$ cat config.mk
export PLATFORM = sky130hd
export DESIGN_NAME = kbd_scan_ctrl_flat
export DESIGN_NICKNAME = d
export VERILOG_FILES = /design/src/rtl/kbd_pkg.sv /design/src/rtl/kbd_scan_ctrl_if.sv /design/src/rtl/kbd_mod_tracker.sv /design/src/rtl/kbd_scan_ctrl.sv /design/src/flat_wrapper.sv
export SDC_FILE = /design/constraint.sdc
export NUM_CORES = 1
export LEC_CHECK = 0
export ABC_AREA = 1
export BUFFER_PORTS_ARGS = -buffer_cell sky130_fd_sc_hd__clkbuf_2
export CORE_UTILIZATION = 40
export DETAILED_ROUTE_END_ITERATION = 6
export PLACE_DENSITY_LB_ADDON = 0.3
export SETUP_SLACK_MARGIN = 0.5
export SLEW_MARGIN = 20
export SYNTH_ARGS = -nofsm -noshare
export SYNTH_HDL_FRONTEND = slang
export SYNTH_SLANG_ARGS = --single-unit
export TNS_END_PERCENT = 30
$ cat constraint.sdc
create_clock -name clk -period 1.7 [get_ports clk]
set_clock_uncertainty 0.2 [all_clocks]
set_input_delay 0.51 -clock clk [delete_from_list [all_inputs] [get_ports clk]]
set_output_delay 0.51 -clock clk [all_outputs]
set_load 0.05 [all_outputs]
$ cat src/rtl/kbd_pkg.sv
// Shared constants and pop-FSM state type for the PS/2 scan-code sequencer.
package kbd_pkg;

    localparam logic [7:0] KBD_PFX_EXT = 8'hE0;
    localparam logic [7:0] KBD_PFX_BRK = 8'hF0;
    localparam logic [7:0] KBD_LSHIFT  = 8'h12;
    localparam logic [7:0] KBD_RSHIFT  = 8'h59;
    localparam logic [7:0] KBD_CTRL    = 8'h14;
    localparam logic [7:0] KBD_CAPS    = 8'h58;

    typedef enum logic [1:0] {
        S_IDLE,
        S_POP,
        S_GAP
    } pop_state_e;

endpackage

$ cat src/rtl/kbd_scan_ctrl_if.sv
// Receiver FIFO handshake plus key-event/state bundle of kbd_scan_ctrl.
interface kbd_scan_ctrl_if #(
    parameter int CNT_W = 8
);
    logic             ready;
    logic [7:0]       data;
    logic             overflow;
    logic             nextdata_n;
    logic             evt_valid;
    logic             evt_make;
    logic             evt_ext;
    logic [7:0]       evt_code;
    logic             key_down;
    logic [7:0]       last_code;
    logic [CNT_W-1:0] press_count;
    logic             shift;
    logic             ctrl;
    logic             caps;
    logic             ovf_sticky;

    modport master (
        output ready, data, overflow,
        input  nextdata_n, evt_valid, evt_make, evt_ext, evt_code,
        input  key_down, last_code, press_count,
        input  shift, ctrl, caps, ovf_sticky
    );

    modport slave (
        input  ready, data, overflow,
        output nextdata_n, evt_valid, evt_make, evt_ext, evt_code,
        output key_down, last_code, press_count,
        output shift, ctrl, caps, ovf_sticky
    );

endinterface

$ cat src/rtl/kbd_mod_tracker.sv
// Shift/ctrl/caps-lock state, updated from the pre-register event strobe.
module kbd_mod_tracker
    import kbd_pkg::*;
(
    input  logic       clk,
    input  logic       clr,
    input  logic       evt_i,
    input  logic       make_i,
    input  logic [7:0] code_i,
    output logic       shift_o,
    output logic       ctrl_o,
    output logic       caps_o
);

    logic lsh_q, lsh_d;
    logic rsh_q, rsh_d;
    logic ctrl_q, ctrl_d;
    logic caps_q, caps_d;
    logic shift_q;

    always_comb begin
        lsh_d  = lsh_q;
        rsh_d  = rsh_q;
        ctrl_d = ctrl_q;
        caps_d = caps_q;
        if (evt_i) begin
            unique case (1'b1)
                (code_i == KBD_LSHIFT): lsh_d  = make_i;
                (code_i == KBD_RSHIFT): rsh_d  = make_i;
                (code_i == KBD_CTRL):   ctrl_d = make_i;
                (code_i == KBD_CAPS):   caps_d = caps_q ^ make_i;
                default: ;
            endcase
        end
    end

    always_ff @(posedge clk or posedge clr) begin
        if (clr) begin
            lsh_q   <= 1'b0;
            rsh_q   <= 1'b0;
            ctrl_q  <= 1'b0;
            caps_q  <= 1'b0;
            shift_q <= 1'b0;
        end else begin
            lsh_q   <= lsh_d;
            rsh_q   <= rsh_d;
            ctrl_q  <= ctrl_d;
            caps_q  <= caps_d;
            shift_q <= lsh_d | rsh_d;
        end
    end

    assign shift_o = shift_q;
    assign ctrl_o  = ctrl_q;
    assign caps_o  = caps_q;

endmodule

$ cat src/rtl/kbd_scan_ctrl.sv
// Single reader of the PS/2 receiver FIFO: pops bytes and parses make/break/E0 events.
// Define KBD_TYPEMATIC_FILTER_EN to swallow auto-repeat makes of the held key.
module kbd_scan_ctrl
    import kbd_pkg::*;
#(
    parameter int CNT_W = 8
) (
    input logic            clk,
    input logic            clr,
    kbd_scan_ctrl_if.slave kbd
);

    pop_state_e       state_q;
    logic [7:0]       byte_q;
    logic             ext_q, brk_q;
    logic             nextdata_n_q;
    logic             evt_valid_q, evt_make_q, evt_ext_q;
    logic [7:0]       evt_code_q;
    logic             key_down_q;
    logic [7:0]       last_code_q;
    logic [CNT_W-1:0] cnt_q;
    logic             ovf_q;

    logic is_pfx, make_d, emit_d;

    always_comb begin
        is_pfx = (byte_q == KBD_PFX_EXT) || (byte_q == KBD_PFX_BRK);
        make_d = !brk_q;
        emit_d = (state_q == S_POP) && !is_pfx;
`ifdef KBD_TYPEMATIC_FILTER_EN
        // Auto-repeat of the held key is consumed without any side effect.
        if (make_d && (byte_q == last_code_q) && key_down_q)
            emit_d = 1'b0;
`endif
    end

    always_ff @(posedge clk or posedge clr) begin
        if (clr) begin
            state_q      <= S_IDLE;
            byte_q       <= 8'h00;
            ext_q        <= 1'b0;
            brk_q        <= 1'b0;
            nextdata_n_q <= 1'b1;
            evt_valid_q  <= 1'b0;
            evt_make_q   <= 1'b0;
            evt_ext_q    <= 1'b0;
            evt_code_q   <= 8'h00;
            key_down_q   <= 1'b0;
            last_code_q  <= 8'h00;
            cnt_q        <= '0;
            ovf_q        <= 1'b0;
        end else begin
            evt_valid_q  <= 1'b0;
            nextdata_n_q <= 1'b1;
            ovf_q        <= ovf_q | kbd.overflow;
            unique case (state_q)
                S_IDLE: begin
                    if (kbd.ready) begin
                        byte_q       <= kbd.data;
                        nextdata_n_q <= 1'b0;
                        state_q      <= S_POP;
                    end
                end
                S_POP: begin
                    state_q <= S_GAP;
                    unique case (1'b1)
                        (byte_q == KBD_PFX_EXT): ext_q <= 1'b1;
                        (byte_q == KBD_PFX_BRK): brk_q <= 1'b1;
                        default: begin
                            ext_q <= 1'b0;
                            brk_q <= 1'b0;
                        end
                    endcase
                    if (emit_d) begin
                        evt_valid_q <= 1'b1;
                        evt_make_q  <= make_d;
                        evt_ext_q   <= ext_q;
                        evt_code_q  <= byte_q;
                        if (make_d) begin
                            last_code_q <= byte_q;
                            key_down_q  <= 1'b1;
                            cnt_q       <= cnt_q + CNT_W'(1);
                        end else if (byte_q == last_code_q) begin
                            key_down_q  <= 1'b0;
                        end
                    end
                end
                S_GAP:   state_q <= S_IDLE;
                default: state_q <= S_IDLE;
            endcase
        end
    end

    kbd_mod_tracker u_mod (
        .clk    (clk),
        .clr    (clr),
        .evt_i  (emit_d),
        .make_i (make_d),
        .code_i (byte_q),
        .shift_o(kbd.shift),
        .ctrl_o (kbd.ctrl),
        .caps_o (kbd.caps)
    );

    assign kbd.nextdata_n  = nextdata_n_q;
    assign kbd.evt_valid   = evt_valid_q;
    assign kbd.evt_make    = evt_make_q;
    assign kbd.evt_ext     = evt_ext_q;
    assign kbd.evt_code    = evt_code_q;
    assign kbd.key_down    = key_down_q;
    assign kbd.last_code   = last_code_q;
    assign kbd.press_count = cnt_q;
    assign kbd.ovf_sticky  = ovf_q;

endmodule

$ cat src/flat_wrapper.sv
// flat-port wrapper written by rule: the top's interface ports become plain ports
module kbd_scan_ctrl_flat import kbd_pkg::*;
#(
    parameter int CNT_W = 8
)
  (clk, clr, kbd_ready, kbd_data, kbd_overflow, kbd_nextdata_n, kbd_evt_valid, kbd_evt_make, kbd_evt_ext, kbd_evt_code, kbd_key_down, kbd_last_code, kbd_press_count, kbd_shift, kbd_ctrl, kbd_caps, kbd_ovf_sticky);
  kbd_scan_ctrl_if #(.CNT_W(CNT_W)) kbd_i ();
  input logic clk;
  input logic clr;
  input wire logic [$bits(kbd_i.ready)-1:0] kbd_ready;
  input wire logic [$bits(kbd_i.data)-1:0] kbd_data;
  input wire logic [$bits(kbd_i.overflow)-1:0] kbd_overflow;
  output wire logic [$bits(kbd_i.nextdata_n)-1:0] kbd_nextdata_n;
  output wire logic [$bits(kbd_i.evt_valid)-1:0] kbd_evt_valid;
  output wire logic [$bits(kbd_i.evt_make)-1:0] kbd_evt_make;
  output wire logic [$bits(kbd_i.evt_ext)-1:0] kbd_evt_ext;
  output wire logic [$bits(kbd_i.evt_code)-1:0] kbd_evt_code;
  output wire logic [$bits(kbd_i.key_down)-1:0] kbd_key_down;
  output wire logic [$bits(kbd_i.last_code)-1:0] kbd_last_code;
  output wire logic [$bits(kbd_i.press_count)-1:0] kbd_press_count;
  output wire logic [$bits(kbd_i.shift)-1:0] kbd_shift;
  output wire logic [$bits(kbd_i.ctrl)-1:0] kbd_ctrl;
  output wire logic [$bits(kbd_i.caps)-1:0] kbd_caps;
  output wire logic [$bits(kbd_i.ovf_sticky)-1:0] kbd_ovf_sticky;
  assign kbd_i.ready = kbd_ready;
  assign kbd_i.data = kbd_data;
  assign kbd_i.overflow = kbd_overflow;
  assign kbd_nextdata_n = kbd_i.nextdata_n;
  assign kbd_evt_valid = kbd_i.evt_valid;
  assign kbd_evt_make = kbd_i.evt_make;
  assign kbd_evt_ext = kbd_i.evt_ext;
  assign kbd_evt_code = kbd_i.evt_code;
  assign kbd_key_down = kbd_i.key_down;
  assign kbd_last_code = kbd_i.last_code;
  assign kbd_press_count = kbd_i.press_count;
  assign kbd_shift = kbd_i.shift;
  assign kbd_ctrl = kbd_i.ctrl;
  assign kbd_caps = kbd_i.caps;
  assign kbd_ovf_sticky = kbd_i.ovf_sticky;
  kbd_scan_ctrl #(.CNT_W(CNT_W)) u_core (.clk(clk), .clr(clr), .kbd(kbd_i));
endmodule
==> results.ini, run 1 <==
[outcome]
outcome = finished with violations
failed_checks = negative setup slack

[final_layout]
layout_common_cells = nand2_1 (48), dfrtp_1 (42), buf_8 (33)
layout-drive-gt1-share_pct = 61.0
final_core_util_pct = 73.8
final_common_cell = nand2_1
n_antenna_cell = 0
area_delta_synth_final_pct = 73.7
final_nets = 361

[flow_run]
cap_viol_max_count = 0

[placed_design]
place_congestion = 0.813
portBuffers = 44
post-place-ws_ns = 0.00461
post-dp-hpwl_mm = 3.26

[sta]
fin_ws_ns = -0.0103
worst_slew_pin_slew_ns = 0.453
fin_crit_ns = 1.71
rsz0062_at_grt = yes
hold_viol = 0
layout_worst_path_cycle_share_pct = 101
worst_hold_slack_ns = 0.0399
finalSetupTns_ns = -0.0344
fmax_mhz = 585
maxSlewHeadroom_pct = 69.8
drv_slew = 0
setup_viol = 5

[drt]
wl_mm = 6.56
drt-initial-drc-count = 122
first_pass_iters = 4
via_per_inst = 4.92
drc = 0
vias = 2063
ant_nets = 0
wire_per_inst_um = 15.7

[floorplan]
core_sq_um = 5200
io_pins = 45
dieArea_sq_um = 5830
die_x_um = 76.4
initial_core_util_pct = 42.5
std_cell_rows = 26
die_height_um = 76.4

[global_routing]
gr-total-overflow = 0
grt_max_degree = 48
antenna_found_initial = 0
grt_pass1_vias = 2008
grt_usage_pct = 20.0
grt_pass1_wl_mm = 9.35

[synth]
synthCells = 253
synth.cell_area_sq_um = 2210
postSynthAreaPerCell_sq_um = 8.75
ys_seq_area_share_pct = 53.2
ys_ff_latch = 47
synth_fp_nets = 266
ys_warn_count = 0
synth_cell_type_count = 29

[clocking]
clkTransAtPathRegs_ns = 0.09
ctsHoldBuffers = 0
cts.sinks = 47
insertion_delay_ns = 0.30
htree_levels = 2
cts_buffers = 5
cts.path.max_buffers = 2
cts_tree = built
cts-root-buf = clkbuf_8

[worst_setup_path]
rr_startpoint = u_core.byte_q[0]
crit_type = reg -> reg
r2r-end = u_core.kbd.press_count[3]
cp.arrival_ns = 1.71
endpoint = u_core.kbd.press_count[3]
r2r_setup_slack_ns = -0.01
crit_required_ns = 1.70
reg2regPathDepth = 10
cp_max_fo = 8
startpoint = u_core.byte_q[0]
startpoint_type = flop
endpoint_kind = flop

[power_and_ir_drop]
total_power_mw = 6.24
irDropWorstVdd_mv = 1.32
p_leak_nw = 1.88
p_per_area_nw_per_um2 = 1620

[hold_path]
hold_class = in -> async

==> cells by family (layout without fill, tap and decap cells) <==
group           count (synthesis)  count (layout)  share of synthesized area, %
fa+ha+maj                       1               1                         0.565
buf+inv                        26             121                          5.31
compound gates                 31              31                          8.54
flops                          47              47                          53.2
xor+xnor                       10              10                          3.96
simple gates                  138             139                          28.4
==> critical path: stages, from the launching register on <==
cell and delay, ns:
dfrtp_1 0.45, inv_2 0.07, nand2_2 0.10, nor2_4 0.06, nand2_4 0.09, nand2_4 0.08
nor2_8 0.17, nand2_8 0.10, buf_12 0.17, nand2_4 0.06, nand2_2 0.04
==> metrics by stage <==
step	std cells	area, sq um
global route	419	3840
detailed placement	376	2630
finish	419	3840
CTS	404	3390
global placement	376	2630
floorplan	253	2220
==> state kept, by name, indices dropped and copies added (netlist names) <==
signal                  cells
u_core.u_mod.shift_o        1
u_core.kbd.evt_ext          1
u_core.kbd.evt_code         8
u_core.kbd.ovf_sticky       1
u_core.u_mod.rsh_q          1
u_core.kbd.key_down         1
u_core.u_mod.ctrl_o         1
u_core.kbd.press_count      8
u_core.byte_q               8
u_core.u_mod.caps_o         1
u_core.kbd.evt_valid        1
u_core.kbd.evt_make         1
u_core.kbd.last_code        8
u_core.brk_q                1
u_core.state_q              2
u_core.kbd.nextdata_n       1
u_core.u_mod.lsh_q          1
u_core.ext_q                1
==> repair_timing <==
item | 4_1_cts | 5_1_grt
gates cloned | 1 | 2
endpoints found under the setup margin | 76 | 77
pin swaps | 49 | 47
buffers inserted | 19 | 13
gates resized for setup | 149 | 105
==> report_power, final <==
group	switching, mW	internal [mW]
combinational	2.01	1.55
sequential	0.381	1.43
clock	0.391	0.476
total	2.78	3.46
==> cells in the mapped netlist, drive strengths merged <==
library cell  number  share of area [%]
a21oi              1               0.23
buf                4                1.6
clkbuf             1               0.17
clkinv             1               0.17
dfrtp             46                 52
dfstp              1                1.2
ha                 1               0.57
inv               20                3.4
nand2            103                 19
nand3              7                1.8
nand4              2               0.57
nor2              21                5.6
nor3               3               0.68
nor3b              1               0.34
o21ai             30                8.3
or2                1               0.28
xnor2              4                1.6
xor2               6                2.4
==> final cells by class <==
class,instances,area [sq um]
fill,344,1360
multi-input combinational,181,1320
sequential,47,1180
timing repair buffer,92,1050
tap,70,87.6
inverter,21,85.1
clock buffer,6,82.6
clock inverter,2,35.0
==> layer usage <==
layer	vias up	part of all wire, %	GRT usage, %
li1	982	-	-
met1	1009	41	27.1
met2	60	53	32.2
met3	12	3.7	3.23
met4	0	2.0	7.88
met5	-	0	0
==> worst min-delay path by stage <==
stage	from	end	slack, ns
final	clr	u_core.byte_q[3]	0.04
after global placement	u_core.kbd.ovf_sticky	u_core.kbd.ovf_sticky	0.25
after global routing	clr	u_core.kbd.last_code[2]	0.07
after detailed placement	u_core.kbd.ovf_sticky	u_core.kbd.ovf_sticky	0.25
after floorplan	u_core.ext_q	u_core.kbd.evt_ext	0.24
after CTS	clr	u_core.kbd.last_code[3]	0.05
No activity file was read; power rests on OpenSTA's default activity.
==> inputs of run 2 (changes only) <==
--- a/config.mk
+++ b/config.mk
@@ -14,5 +14,6 @@
 export SLEW_MARGIN = 20
 export SYNTH_ARGS = -nofsm -noshare
 export SYNTH_HDL_FRONTEND = slang
+export SYNTH_HIERARCHICAL = 1
 export SYNTH_SLANG_ARGS = --single-unit
 export TNS_END_PERCENT = 30
==> run 2 against run 1 <==
Against the previous run:
- the flow finishes with violations (negative hold slack, negative setup slack)
- sequential cell count is the same
- cell area shrank 6.0%
- power fell by 5.5%
- synthesized area increased by 3.8%
- synthesized cell count increased by 13%
- critical path type is now reg -> out
- critical endpoint is now kbd_nextdata_n
==> results.ini, run 2 <==
[clocking]
cts.sinks = 47
insertion_delay_ns = 0.31
cts_buffers = 5
cts_tree = built
htree_levels = 2
cts.path.max_buffers = 2
cts-root-buf = clkbuf_8
clkTransAtPathRegs_ns = 0.09

[synth]
yosysMostFrequentCell = nand2_1
synth_cell_type_count = 27
synth_fp_nets = 300
synth_ff_type = dfrtp_1
synth_edf_count = 0
synthCells = 287
ys_ff_latch = 47
synthTopCellsByArea = dfrtp_1 (50%), nand2_1 (18%), inv_1 (5.4%), nand3_1 (5.2%), o21ai_0 (3.7%)
synth.top_cell.area_share_pct = 50.1
ys_seq_area_share_pct = 51.3
synth.cell_area_sq_um = 2300
ys_warn_count = 6
postSynthAreaPerCell_sq_um = 8.00
ys_top_cells_by_count = nand2_1 (108), dfrtp_1 (46), inv_1 (33), nand3_1 (24), o21ai_0 (17)
async_flop_share_pct = 100
synth_top_cell_by_area = dfrtp_1

[worst_setup_path]
slowest_stage = dfstp_2
crit_type = reg -> out
crit_family = flip-flops
path_cells = clkbuf_16
r2r_setup_slack_ns = 0.07
cp_max_fo = 1
crit_required_ns = 0.99
slowest_delay_ns = 0.54
startpoint_type = flop
cp_num_buf_inv = 1
cp.arrival_ns = 1.00
endpoint_kind = output pin

[final_layout]
final_nets = 390
n_antenna_cell = 0
final_common_cell = nand2_1
final.fill_count = 442
area_delta_synth_final_pct = 57.2
layout-drive-gt1-share_pct = 48.7
layout_common_cells = nand2_1 (69), dfrtp_1 (41), nand2_2 (40)

[sta]
fin_ws_ns = -0.00938
layout_worst_path_cycle_share_pct = 101
worst_hold_slack_ns = -0.0149
drv_slew = 0
hold_viol = 5
fmax_mhz = 585
maxSlewHeadroom_pct = 74.6
rsz0062_at_grt = yes
finalSetupTns_ns = -0.00938
fin_crit_ns = 1.71
setup_viol = 1
worst_slew_pin_slew_ns = 0.381

[flow_run]
cap_viol_max_count = 0

[outcome]
outcome = finished with violations
failed_checks = negative hold slack, negative setup slack

[placed_design]
portBuffers = 44
place_congestion = 0.783
post-place-ws_ns = -0.00479
post-dp-hpwl_mm = 3.62

[drt]
vias = 2107
via_per_inst = 4.68
drc = 0
wire_per_inst_um = 12.7
first_pass_iters = 4
wl_mm = 5.73
drt-initial-drc-count = 65
ant_nets = 0

[global_routing]
grt_max_degree = 29
grt_pass1_wl_mm = 9.71
gr-total-overflow = 0
grt_usage_pct = 20.9
antenna_found_initial = 0
grt_pass1_vias = 2104

[power_and_ir_drop]
p_leak_nw = 1.82
irDropWorstVdd_mv = 0.945
p_per_area_nw_per_um2 = 1630

[floorplan]
dieArea_sq_um = 6050
io_pins = 45
std_cell_rows = 27
initial_core_util_pct = 41.7
core_sq_um = 5510
die_x_um = 77.8
die_height_um = 77.8

[hold_path]
hold_class = in -> async

==> run 2: cell types whose count changed after synthesis, sizes merged, moves of 2 or more <==
cell,change
nor3,-3
xor2,-2
nand2,+10
o21ai,-11
inv,+19
xnor2,-3
nand4,+2
nand3,+18
==> run 2: cells by family after synthesis <==
group / count (synthesis) / share of synthesized area [%]
adders and majority gates: 1 / 0.545
and+or+nand+nor: 166 / 33.0
AOI/OAI and AO/OA: 21 / 4.58
buffers and inverters: 47 / 8.71
DFF: 47 / 51.3
xor gates and xnor gates: 5 / 1.91
==> run 2: per-layer routing <==
layer,part of all wire (%),track usage (%),vias up
met3,4.2,5.41,8
met1,44,25.8,979
met5,0,0,-
li1,-,-,1070
met2,50,34.9,50
met4,1.5,7.92,0
==> run 2: area by class of cell <==
cell class	count	area, sq um	area share [%]
clock buffer	5	68.8	1.91
clock inverter	3	20.0	0.554
inverter	41	159	4.40
multi-input combinational	193	1120	31.1
sequential	47	1180	32.8
tap	72	90.1	2.49
timing repair buffer	89	968	26.8
==> run 2: where the power goes <==
part / leakage, nW / total, mW / internal (mW) / switching [mW]
logic: 1.19 / 3.44 / 1.47 / 1.97
registers: 0.587 / 1.76 / 1.46 / 0.303
clock network: 0.0402 / 0.688 / 0.287 / 0.402
total: 1.82 / 5.89 / 3.22 / 2.68
==> run 2: repair_timing <==
| action | 4_1_cts | 5_1_grt |
|---|---|---|
| pin swaps | 61 | 28 |
| setup endpoints to repair | 77 | 119 |
| endpoints found under the hold margin | 18 | 0 |
| setup buffers | 21 | 5 |
| hold buffers | 1 | 0 |
| resized for setup | 145 | 48 |
==> run 2: worst paths after layout <==
kind,from,endpoint,cells after the start
worst max-delay path,u_core/kbd.nextdata_n,kbd_nextdata_n,1
worst min-delay path,clr,u_core/u_mod/lsh_q,3
worst max register to register,u_core/byte_q[0],u_core/u_mod/shift_o,12
worst min register to register,u_core/kbd.key_down,u_core/kbd.key_down,2
max in group asynchronous,clr,u_core/kbd.press_count[5],4
min in group clk,kbd_ready,u_core/kbd.nextdata_n,2
==> run 2: metrics by stage <==
| step | utilization (%) | area, sq um | hold WS [ns] | total power [mW] | std cells |
|---|---|---|---|---|---|
| global placement | 49.3 | 2710 | 0.240 | 4.00 | 415 |
| global route | 65.6 | 3610 | 0.00487 | 6.22 | 450 |
| CTS | 63.4 | 3490 | 0.143 | 5.64 | 445 |
| detailed placement | 49.3 | 2710 | 0.239 | 4.03 | 415 |
| finish | 65.6 | 3610 | -0.0149 | 5.89 | 450 |
| floorplan | - | 2300 | 0.0885 | 3.40 | 287 |
==> inputs of run 3 (changes only) <==
--- a/config.mk
+++ b/config.mk
@@ -7,8 +7,10 @@
 export LEC_CHECK = 0
 export ABC_AREA = 1
 export BUFFER_PORTS_ARGS = -buffer_cell sky130_fd_sc_hd__clkbuf_2
-export CORE_UTILIZATION = 40
+export CORE_UTILIZATION = 49
 export DETAILED_ROUTE_END_ITERATION = 6
+export GPL_TIMING_DRIVEN = 0
+export HOLD_SLACK_MARGIN = 0.05
 export PLACE_DENSITY_LB_ADDON = 0.3
 export SETUP_SLACK_MARGIN = 0.5
 export SLEW_MARGIN = 20
==> run 3 against run 2 <==
Against the previous run:
- the run ends with design-rule violations, negative setup slack left
- sequential power grew 2%
- hold slack gained 0.17 ns
- power grew 6.2%
- maximum frequency shrank 0.21%
- non-clock buffer count grew 2
- highest routed layer unchanged
==> results.ini, run 3 (synthesized netlist as in run 2, its figures left out) <==
[global_routing]
gr-total-overflow = 0
grt_pass1_vias = 2383
antenna_found_initial = 0
grt_max_degree = 43
grt_pass1_wl_mm = 11.1
grt_usage_pct = 28.9

[clocking]
cts_buffers = 5
cts.sinks = 47
cts.path.max_buffers = 2
cts-root-buf = clkbuf_8
insertion_delay_ns = 0.31
htree_levels = 2
clkTransAtPathRegs_ns = 0.08
cts_tree = built

[sta]
setup_viol = 1
hold_viol = 0
fmax_mhz = 584
fin_ws_ns = -0.0129
layout_worst_path_cycle_share_pct = 101
drv_slew = 0
maxSlewHeadroom_pct = 39.6
rsz0062_at_grt = yes
worst_hold_slack_ns = 0.153
worst_slew_pin_slew_ns = 0.904
fin_crit_ns = 1.71

[final_layout]
n_antenna_cell = 0
final_core_util_pct = 84.5
fin_cells = 432
final_common_cell = nand2_1
layout-drive-gt1-share_pct = 52.1
layout_common_cells = nand2_1 (75), buf_4 (36), dfrtp_1 (35)
area_delta_synth_final_pct = 63.5
final_nets = 392

[drt]
vias = 2269
first_pass_iters = 6
wl_mm = 6.78
drt-initial-drc-count = 191
via_per_inst = 5.25
wire_per_inst_um = 15.7
drc = 2
ant_nets = 0

[floorplan]
io_pins = 45
core_sq_um = 4440
dieArea_sq_um = 4970
die_height_um = 70.5
die_x_um = 70.5
initial_core_util_pct = 51.7
std_cell_rows = 24

[power_and_ir_drop]
total_power_mw = 6.26
p_per_area_nw_per_um2 = 1670
irDropWorstVdd_mv = 1.25
p_leak_nw = 1.88

[placed_design]
place_congestion = 0.769
post-place-ws_ns = -0.220
place_inst = 383
portBuffers = 44
post-dp-hpwl_mm = 3.43

[worst_setup_path]
crit_required_ns = 0.99
slowest_stage = dfstp_2
cp.arrival_ns = 1.00
path_cells = clkbuf_16
startpoint_type = flop
endpoint_kind = output pin
crit_type = reg -> out
cp_max_fo = 1
cp_num_buf_inv = 1
slowest_delay_ns = 0.54
r2r_setup_slack_ns = 0.04
crit_family = flip-flops

[hold_path]
hold_class = in -> async

[outcome]
outcome = finished with violations
failed_checks = design-rule violations, negative setup slack

[flow_run]
cap_viol_max_count = 0

-- run 3: layout make-up --
cell class | count | area [sq um]
plain buffers | 6 | 86.3
flip-flops and latches | 47 | 1190
fillers | 235 | 688
inverters | 41 | 166
multi-input cells | 193 | 1180
well taps | 52 | 65.1
repair buffers | 85 | 963
clock buffers | 8 | 100
-- run 3: report_power, final --
| part | switching [mW] | total, mW | leakage, nW | internal, mW |
|---|---|---|---|---|
| combinational | 2.13 | 3.71 | 1.25 | 1.58 |
| sequential | 0.334 | 1.80 | 0.580 | 1.47 |
| clock | 0.381 | 0.753 | 0.0515 | 0.372 |
| total | 2.84 | 6.26 | 1.88 | 3.42 |
-- run 3: stage by stage --
| step | area (sq um) | setup TNS, ns |
|---|---|---|
| floorplan | 2300 | -0.0401 |
| global placement | 2590 | -0.552 |
| detailed placement | 2590 | -0.688 |
| CTS | 3490 | -0.0237 |
| global route | 3760 | -0.575 |
| finish | 3760 | -0.0129 |
-- run 3: worst paths after layout --
kind | startpoint | endpoint | cells past startpoint
max in group asynchronous | clr | u_core/kbd.last_code[6] | 2
max reg2reg | u_core/byte_q[0] | u_core/u_mod/shift_o | 12
min | clr | u_core/kbd.last_code[2] | 2
max | u_core/kbd.nextdata_n | kbd_nextdata_n | 1
min in group clk | kbd_ready | u_core/kbd.nextdata_n | 2
min reg2reg | u_core/kbd.ovf_sticky | u_core/kbd.ovf_sticky | 1
-- run 3: per-layer routing --
metal | wire (um) | up-vias | GRT usage (%)
li1 | - | 1065 | -
met1 | 2690 | 1141 | 33.6
met2 | 3720 | 51 | 52.6
met3 | 249 | 12 | 6.64
met4 | 116 | 0 | 8.84
met5 | 0 | - | 0
-- run 3: repair_timing --
item | CTS | global route
endpoints found under the setup margin | 77 | 118
pin swaps | 43 | 22
endpoints found under the hold margin | 5 | 0
resized for setup | 156 | 69
cloned | 1 | 0
hold buffers | 1 | 0
setup buffers | 29 | 10
